File: src/rtl/instruction_cache_pkg.sv
// rtl/instruction_cache_pkg.sv - shared FSM encoding and width helpers for the instruction cache
package instruction_cache_pkg;

    typedef enum logic [1:0] {
        IDLE    = 2'd0,
        COMPARE = 2'd1,
        MISS    = 2'd2,
        HIT     = 2'd3
    } state_t;

    // Width helpers so every module derives identical widths from its parameters.
    function automatic int blk_bits(input int l2_bytes);
        return 1 << (l2_bytes + 3);
    endfunction

    function automatic int idx_bits(input int l2_cache, input int l2_block);
        return l2_cache - l2_block;
    endfunction

    function automatic int tag_bits(input int l2_addr, input int l2_cache, input int l2_block);
        return l2_addr - idx_bits(l2_cache, l2_block) - l2_block;
    endfunction

    // Derived constants for the default configuration (16-byte cache, 4-byte lines, 16-bit words).
    localparam int BLK = blk_bits(2);
    localparam int DW  = blk_bits(1);
    localparam int OFF = 2;
    localparam int IDX = idx_bits(4, 2);
    localparam int TAG = tag_bits(32, 4, 2);

endpackage

File: src/rtl/instruction_cache_control.sv
// rtl/instruction_cache_control.sv - IDLE/COMPARE/MISS/HIT controller for the instruction cache
// Ports: clk, rst (sync active-high); cyc_i/stb_i requester handshake; hit from tag compare;
//        ack_i memory acknowledge; mem_cyc/mem_stb memory request; ack_o requester acknowledge;
//        cache_WE_O line fill strobe.
module instruction_cache_control
    import instruction_cache_pkg::*;
(
    input  logic clk,
    input  logic rst,
    input  logic cyc_i,
    input  logic stb_i,
    input  logic hit,
    input  logic ack_i,
    output logic mem_cyc,
    output logic mem_stb,
    output logic ack_o,
    output logic cache_WE_O
);

    state_t state;
    state_t state_next;

    always_ff @(posedge clk) begin
        if (rst) begin
            state <= IDLE;
        end else begin
            state <= state_next;
        end
    end

    // Outputs are forced low while rst is high, even if the state register
    // still holds MISS/HIT from before the reset edge.
    always_comb begin
        state_next = state;
        mem_cyc    = 1'b0;
        mem_stb    = 1'b0;
        ack_o      = 1'b0;
        cache_WE_O = 1'b0;
        case (state)
            IDLE: begin
                if (cyc_i && stb_i) begin
                    state_next = COMPARE;
                end
            end
            COMPARE: begin
                state_next = hit ? HIT : MISS;
            end
            MISS: begin
                mem_cyc    = !rst;
                mem_stb    = !rst;
                cache_WE_O = ack_i && !rst;
                if (ack_i) begin
                    state_next = HIT;
                end
            end
            HIT: begin
                ack_o      = !rst;
                state_next = IDLE;
            end
            default: state_next = IDLE;
        endcase
    end

endmodule

File: src/rtl/instruction_cache_path.sv
// rtl/instruction_cache_path.sv - direct-mapped data/tag/valid arrays with combinational word read
// Ports: clk, rst (clears valid bits only); we line fill strobe; adr requested address;
//        fill_data block from memory; dat_o selected word; hit valid && tag match.
module instruction_cache_path
    import instruction_cache_pkg::*;
#(
    parameter int L2_CACHE_SIZE = 4,
    parameter int L2_BLOCK_SIZE = 2,
    parameter int L2_ADDR_SIZE  = 32,
    parameter int L2_DATA_SIZE  = 1
) (
    input  logic                     clk,
    input  logic                     rst,
    input  logic                     we,
    input  logic [L2_ADDR_SIZE-1:0]  adr,
    input  logic [blk_bits(L2_BLOCK_SIZE)-1:0] fill_data,
    output logic [blk_bits(L2_DATA_SIZE)-1:0]  dat_o,
    output logic                     hit
);

    localparam int BLK_W = blk_bits(L2_BLOCK_SIZE);
    localparam int DW_W  = blk_bits(L2_DATA_SIZE);
    localparam int OFF_W = L2_BLOCK_SIZE;
    localparam int IDX_W = idx_bits(L2_CACHE_SIZE, L2_BLOCK_SIZE);
    localparam int TAG_W = tag_bits(L2_ADDR_SIZE, L2_CACHE_SIZE, L2_BLOCK_SIZE);
    localparam int LINES = 1 << IDX_W;

    logic [BLK_W-1:0] cache_data [LINES];
    logic [TAG_W-1:0] cache_tag  [LINES];
    logic [LINES-1:0] cache_valid;

    logic [TAG_W-1:0] tag;
    logic [IDX_W-1:0] idx;
    logic             unused_byte_bits;

    assign tag = adr[L2_ADDR_SIZE-1:IDX_W+OFF_W];
    assign idx = adr[IDX_W+OFF_W-1:OFF_W];
    assign unused_byte_bits = ^adr[L2_DATA_SIZE-1:0];

    always_ff @(posedge clk) begin
        if (rst) begin
            cache_valid <= '0;
        end else if (we) begin
            cache_valid[idx] <= 1'b1;
        end
    end

    // Data and tag are intentionally left unreset; the valid bit alone gates hits.
    always_ff @(posedge clk) begin
        if (we) begin
            cache_data[idx] <= fill_data;
            cache_tag[idx]  <= tag;
        end
    end

    assign hit = cache_valid[idx] && (cache_tag[idx] == tag);

    generate
        if (OFF_W > L2_DATA_SIZE) begin : g_word_sel
            logic [OFF_W-L2_DATA_SIZE-1:0] ws;
            assign ws    = adr[OFF_W-1:L2_DATA_SIZE];
            assign dat_o = cache_data[idx][ws*DW_W +: DW_W];
        end else begin : g_single_word
            assign dat_o = cache_data[idx][DW_W-1:0];
        end
    endgenerate

endmodule

File: src/rtl/instruction_cache.sv
// rtl/instruction_cache.sv - direct-mapped read-only instruction cache (top)
// Ports: CLK_I, RST_I (sync active-high); inst_* memory side (CYC/STB/ADR out, DAT/ACK in);
//        inst_cache_* requester side (CYC/STB/ADR in, DAT/ACK out).
// Optional: define INSTRUCTION_CACHE_CHECKS_EN for simulation-only protocol assertions.
module instruction_cache
    import instruction_cache_pkg::*;
#(
    parameter int L2_CACHE_SIZE = 4,
    parameter int L2_BLOCK_SIZE = 2,
    parameter int L2_ADDR_SIZE  = 32,
    parameter int L2_DATA_SIZE  = 1
) (
    input  logic                               CLK_I,
    input  logic                               RST_I,
    input  logic [blk_bits(L2_BLOCK_SIZE)-1:0] inst_DAT_I,
    input  logic                               inst_ACK_I,
    output logic                               inst_CYC_O,
    output logic                               inst_STB_O,
    output logic [L2_ADDR_SIZE-1:0]            inst_ADR_O,
    input  logic                               inst_cache_CYC_I,
    input  logic                               inst_cache_STB_I,
    input  logic [L2_ADDR_SIZE-1:0]            inst_cache_ADR_I,
    output logic [blk_bits(L2_DATA_SIZE)-1:0]  inst_cache_DAT_O,
    output logic                               inst_cache_ACK_O
);

    localparam int OFF_W = L2_BLOCK_SIZE;

    logic hit;
    logic cache_we;

    // Refill always fetches the whole line, so the offset bits are zeroed.
    assign inst_ADR_O = {inst_cache_ADR_I[L2_ADDR_SIZE-1:OFF_W], {OFF_W{1'b0}}};

    instruction_cache_control control (
        .clk        (CLK_I),
        .rst        (RST_I),
        .cyc_i      (inst_cache_CYC_I),
        .stb_i      (inst_cache_STB_I),
        .hit        (hit),
        .ack_i      (inst_ACK_I),
        .mem_cyc    (inst_CYC_O),
        .mem_stb    (inst_STB_O),
        .ack_o      (inst_cache_ACK_O),
        .cache_WE_O (cache_we)
    );

    instruction_cache_path #(
        .L2_CACHE_SIZE (L2_CACHE_SIZE),
        .L2_BLOCK_SIZE (L2_BLOCK_SIZE),
        .L2_ADDR_SIZE  (L2_ADDR_SIZE),
        .L2_DATA_SIZE  (L2_DATA_SIZE)
    ) path (
        .clk       (CLK_I),
        .rst       (RST_I),
        .we        (cache_we),
        .adr       (inst_cache_ADR_I),
        .fill_data (inst_DAT_I),
        .dat_o     (inst_cache_DAT_O),
        .hit       (hit)
    );

`ifdef INSTRUCTION_CACHE_CHECKS_EN
    a_ack_only_in_miss: assert property (@(posedge CLK_I) disable iff (RST_I)
        inst_ACK_I |-> inst_CYC_O)
        else $error("inst_ACK_I asserted outside MISS");

    // MISS/HIT are only reachable from COMPARE/MISS, so the address must match the previous edge.
    a_adr_stable: assert property (@(posedge CLK_I) disable iff (RST_I)
        (control.state inside {MISS, HIT}) |-> $stable(inst_cache_ADR_I))
        else $error("inst_cache_ADR_I changed during a transaction");
`endif

endmodule

File: config.mk
export PLATFORM = sky130hd
export DESIGN_NAME = instruction_cache
export DESIGN_NICKNAME = d
export VERILOG_FILES = /design/src/rtl/instruction_cache_pkg.sv /design/src/rtl/instruction_cache_control.sv /design/src/rtl/instruction_cache_path.sv /design/src/rtl/instruction_cache.sv
export SDC_FILE = /design/constraint.sdc
export NUM_CORES = 1
export LEC_CHECK = 0
export ABC_AREA = 1
export CORE_MARGIN = 2
export CORE_UTILIZATION = 50
export DETAILED_ROUTE_END_ITERATION = 16
export PLACE_DENSITY_LB_ADDON = 0.12
export SLEW_MARGIN = 20
export SYNTH_ARGS = -nofsm -noshare
export SYNTH_HDL_FRONTEND = slang
export SYNTH_HIERARCHICAL = 1
export SYNTH_SLANG_ARGS = --single-unit
File: constraint.sdc
create_clock -name CLK_I -period 9.49 [get_ports CLK_I]
set_clock_uncertainty 0.1 [all_clocks]
set_input_delay 1.4235 -clock CLK_I [delete_from_list [all_inputs] [get_ports CLK_I]]
set_output_delay 1.4235 -clock CLK_I [all_outputs]
set_load 0.01 [all_outputs]
==> results.toml <==
[run_status]
outcome = "complete, no violations"

[synth]
syn-instance-count = 893
synth_top_family_by_area = "simple AND/OR/NAND/NOR gates"
synthXorXnorAreaFrac = 0
yosys_warnings = 6
yosysSeqAreaShare = 0.711
synth_top_area_cell = "edfxtp_1"
synth_top_area_frac = 0.700
synthMuxAreaShare = 0
synthAdderAreaFrac = 0.00607
ys_seq_elements = 246
yosys.area_share.simple = 0.185
post_synth_num_cell_types = 28
synth_compound_area_frac = 0.0397
netlist_area_um2 = 10300
synth_area_leaders = "edfxtp_1 70%, nand2_1 14%, buf_4 2.6%, a22oi_1 2.0%, nand3_1 1.5%"
postSynthAreaPerCell_um2 = 11.5

[sta]
finalSetupViolCount = 0
setup_tns_ns = 0
fin_crit_sh = 0.655
finalHoldViolCount = 0
fmax_ghz = 0.161
rsz0062_at_grt = "false"
period_minus_slack_ns = 6.22
final-max-slew-violation-count = 0
slew_headroom = 0.270
tightest_slew_ns = 1.09
setup_slack_ns = 3.27

[final_layout]
final_cell_mix = "388 x nand2_1, 240 x edfxtp_1, 115 x clkdlybuf4s50_1"
finalNetCount = 1057
multi_input_area_um2 = 2410
syn_to_final_growth_pct = 20.0
n_fill_cell = 1595
final_common_cell = "nand2_1"
antennaDiodeCount = 0
register_area_um2 = 7330
layout-drive-gt1-share = 0.0698

[clock_network]
cts_buffer_depth = 3
cts.sinks = 246
post_cts_buffers = 0
clock_tree.root_cell = "clkbuf_16"
cts_tree = "yes"
ctsHoldBuffers = 0
numCtsBuffers = 26
cts_max_level = 1
cts_resized = 0
insertion_delay_ns = 0.52
clk_pin_slew_ns = 0.06

[floorplanning]
initial_utilization = 0.509
die_x_um = 148
coreArea_um2 = 20200
die_area_um2 = 21800
rows = 52
num_io_pins = 120
die_h_um = 148

[detailed_routing]
drt_iter0_drc = 398
routed-via-count = 6466
vias_per_cell = 5.08
wl_um = 21300
drcViolationCount = 0
ant_nets = 0
wl_per_cell_um = 16.8
first_pass_iters = 5

[global_route]
overflow = 0
grt_max_degree = 62
first_global_vias = 6269
antenna_found_initial = 1
grt_usage = 0.197
grt_pass1_wl_um = 33300

[critical_path]
cp-start-kind = "input pin"
critPathArrivalTime_ns = 4.69
path_cells = "clkdlybuf4s50_1, buf_4, inv_2, nor2_4, nand2_1, nand3_1, a211oi_1, a41oi_1, clkdlybuf4s50_1"
required_ns = 7.97
worstSetupEndpointType = "output port"
slowest_stage = "nor2_4"
crit_type = "in -> out"
cp_max_fo = 35
cpPeakStageDelay_ns = 0.84
timing.critical_path.mode_cell = "clkdlybuf4s50_1"

[pwr]
p_leak_nw = 4.67
ir_drop_mv = 0.166
power_density_nw_per_um2 = 200

[run]
maxCapViolations = 0

[placement]
io_buffers = 116
post-place-ws_ns = 3.17
dpl.hpwl_um = 11800
place_congestion = 0.737

[hold_path]
hold_class = "reg -> reg"
[critical path, delay by kind of cell]
kind                   cells  cell delay [ns]
buffers and inverters      4             1.84
AOI/OAI and AO/OA          2             0.31
and+or+nand+nor            3             1.08
[routing by layer]
| layer | share of wire | wire [um] | track usage | vias to the layer above |
|---|---|---|---|---|
| met3 | 0.056 | 1190 | 0.0358 | 35 |
| met4 | 0.025 | 529 | 0.0611 | 0 |
| met2 | 0.48 | 10300 | 0.337 | 161 |
| li1 | - | - | - | 3207 |
| met1 | 0.44 | 9300 | 0.259 | 3063 |
| met5 | 0 | 0 | 0 | - |
[cells in the mapped netlist (all sizes together)]
master / n
nand2: 391
edfxtp: 240
buf: 62
nor2: 39
inv: 38
nand3: 31
a22oi: 28
nand4: 13
a31oi: 12
dfxtp: 6
clkbuf: 5
ha: 5
a211oi: 4
a21oi: 4
a41oi: 4
nand3b: 4
o21ba: 3
nor3: 2
conb: 1
o21ai: 1
[where the power goes]
part           total (W)  switching (W)  internal, W
clock            0.00104       0.000387     0.000650
combinational   0.000214       0.000124    0.0000894
sequential       0.00122     0.00000695      0.00121
total            0.00247       0.000518      0.00195
[stage by stage]
stage	cell area (um2)	utilization	power, W	cells	hold slack (ns)
after floorplan	10300	-	0.00137	894	0.341
after global placement	11500	0.567	0.00146	1225	0.353
after detailed placement	11500	0.567	0.00146	1225	0.361
after CTS	12400	0.611	0.00249	1273	0.374
after global routing	12400	0.611	0.00256	1273	0.400
final	12400	0.611	0.00247	1273	0.370
[flip-flops by register name, summed over array words and instances (netlist names)]
| register | flops |
|---|---|
| path/cache_tag | 112 |
| control/state | 2 |
| path/cache_valid | 4 |
| path/cache_data | 128 |
[logic make-up (layout without fill, tap and decap cells)]
family	after synthesis	after routing
adders and majority gates	5	5
buffers and inverters	105	214
AOI/OAI and AO/OA	56	56
other	1	2
DFF	246	246
and+or+nand+nor	480	480
[area by class of cell]
class                      count  area share
inverter                      38      0.0115
clock buffer                  35      0.0595
clock inverter                13      0.0133
timing repair buffer         128       0.101
sequential                   246       0.593
multi-input combinational    543       0.195
tap                          270      0.0273
[worst paths after layout]
| path | startpoint | end | slack, ns | depth (start not counted) |
|---|---|---|---|---|
| worst min register to register | path/cache_valid[0]$_SDFFE_PP0P_ | path/cache_valid[0]$_SDFFE_PP0P_ | 0.37 | 2 |
| worst max register to register | control/state[0]$_SDFFE_PP0P_ | path/cache_data[2][1]$_DFFE_PP_ | 6.50 | 7 |
| worst max-delay path | inst_cache_ADR_I[3] | inst_cache_DAT_O[15] | 3.27 | 9 |
| worst min-delay path | path/cache_valid[0]$_SDFFE_PP0P_ | path/cache_valid[0]$_SDFFE_PP0P_ | 0.37 | 2 |
(Power assumes the default switching activity.)
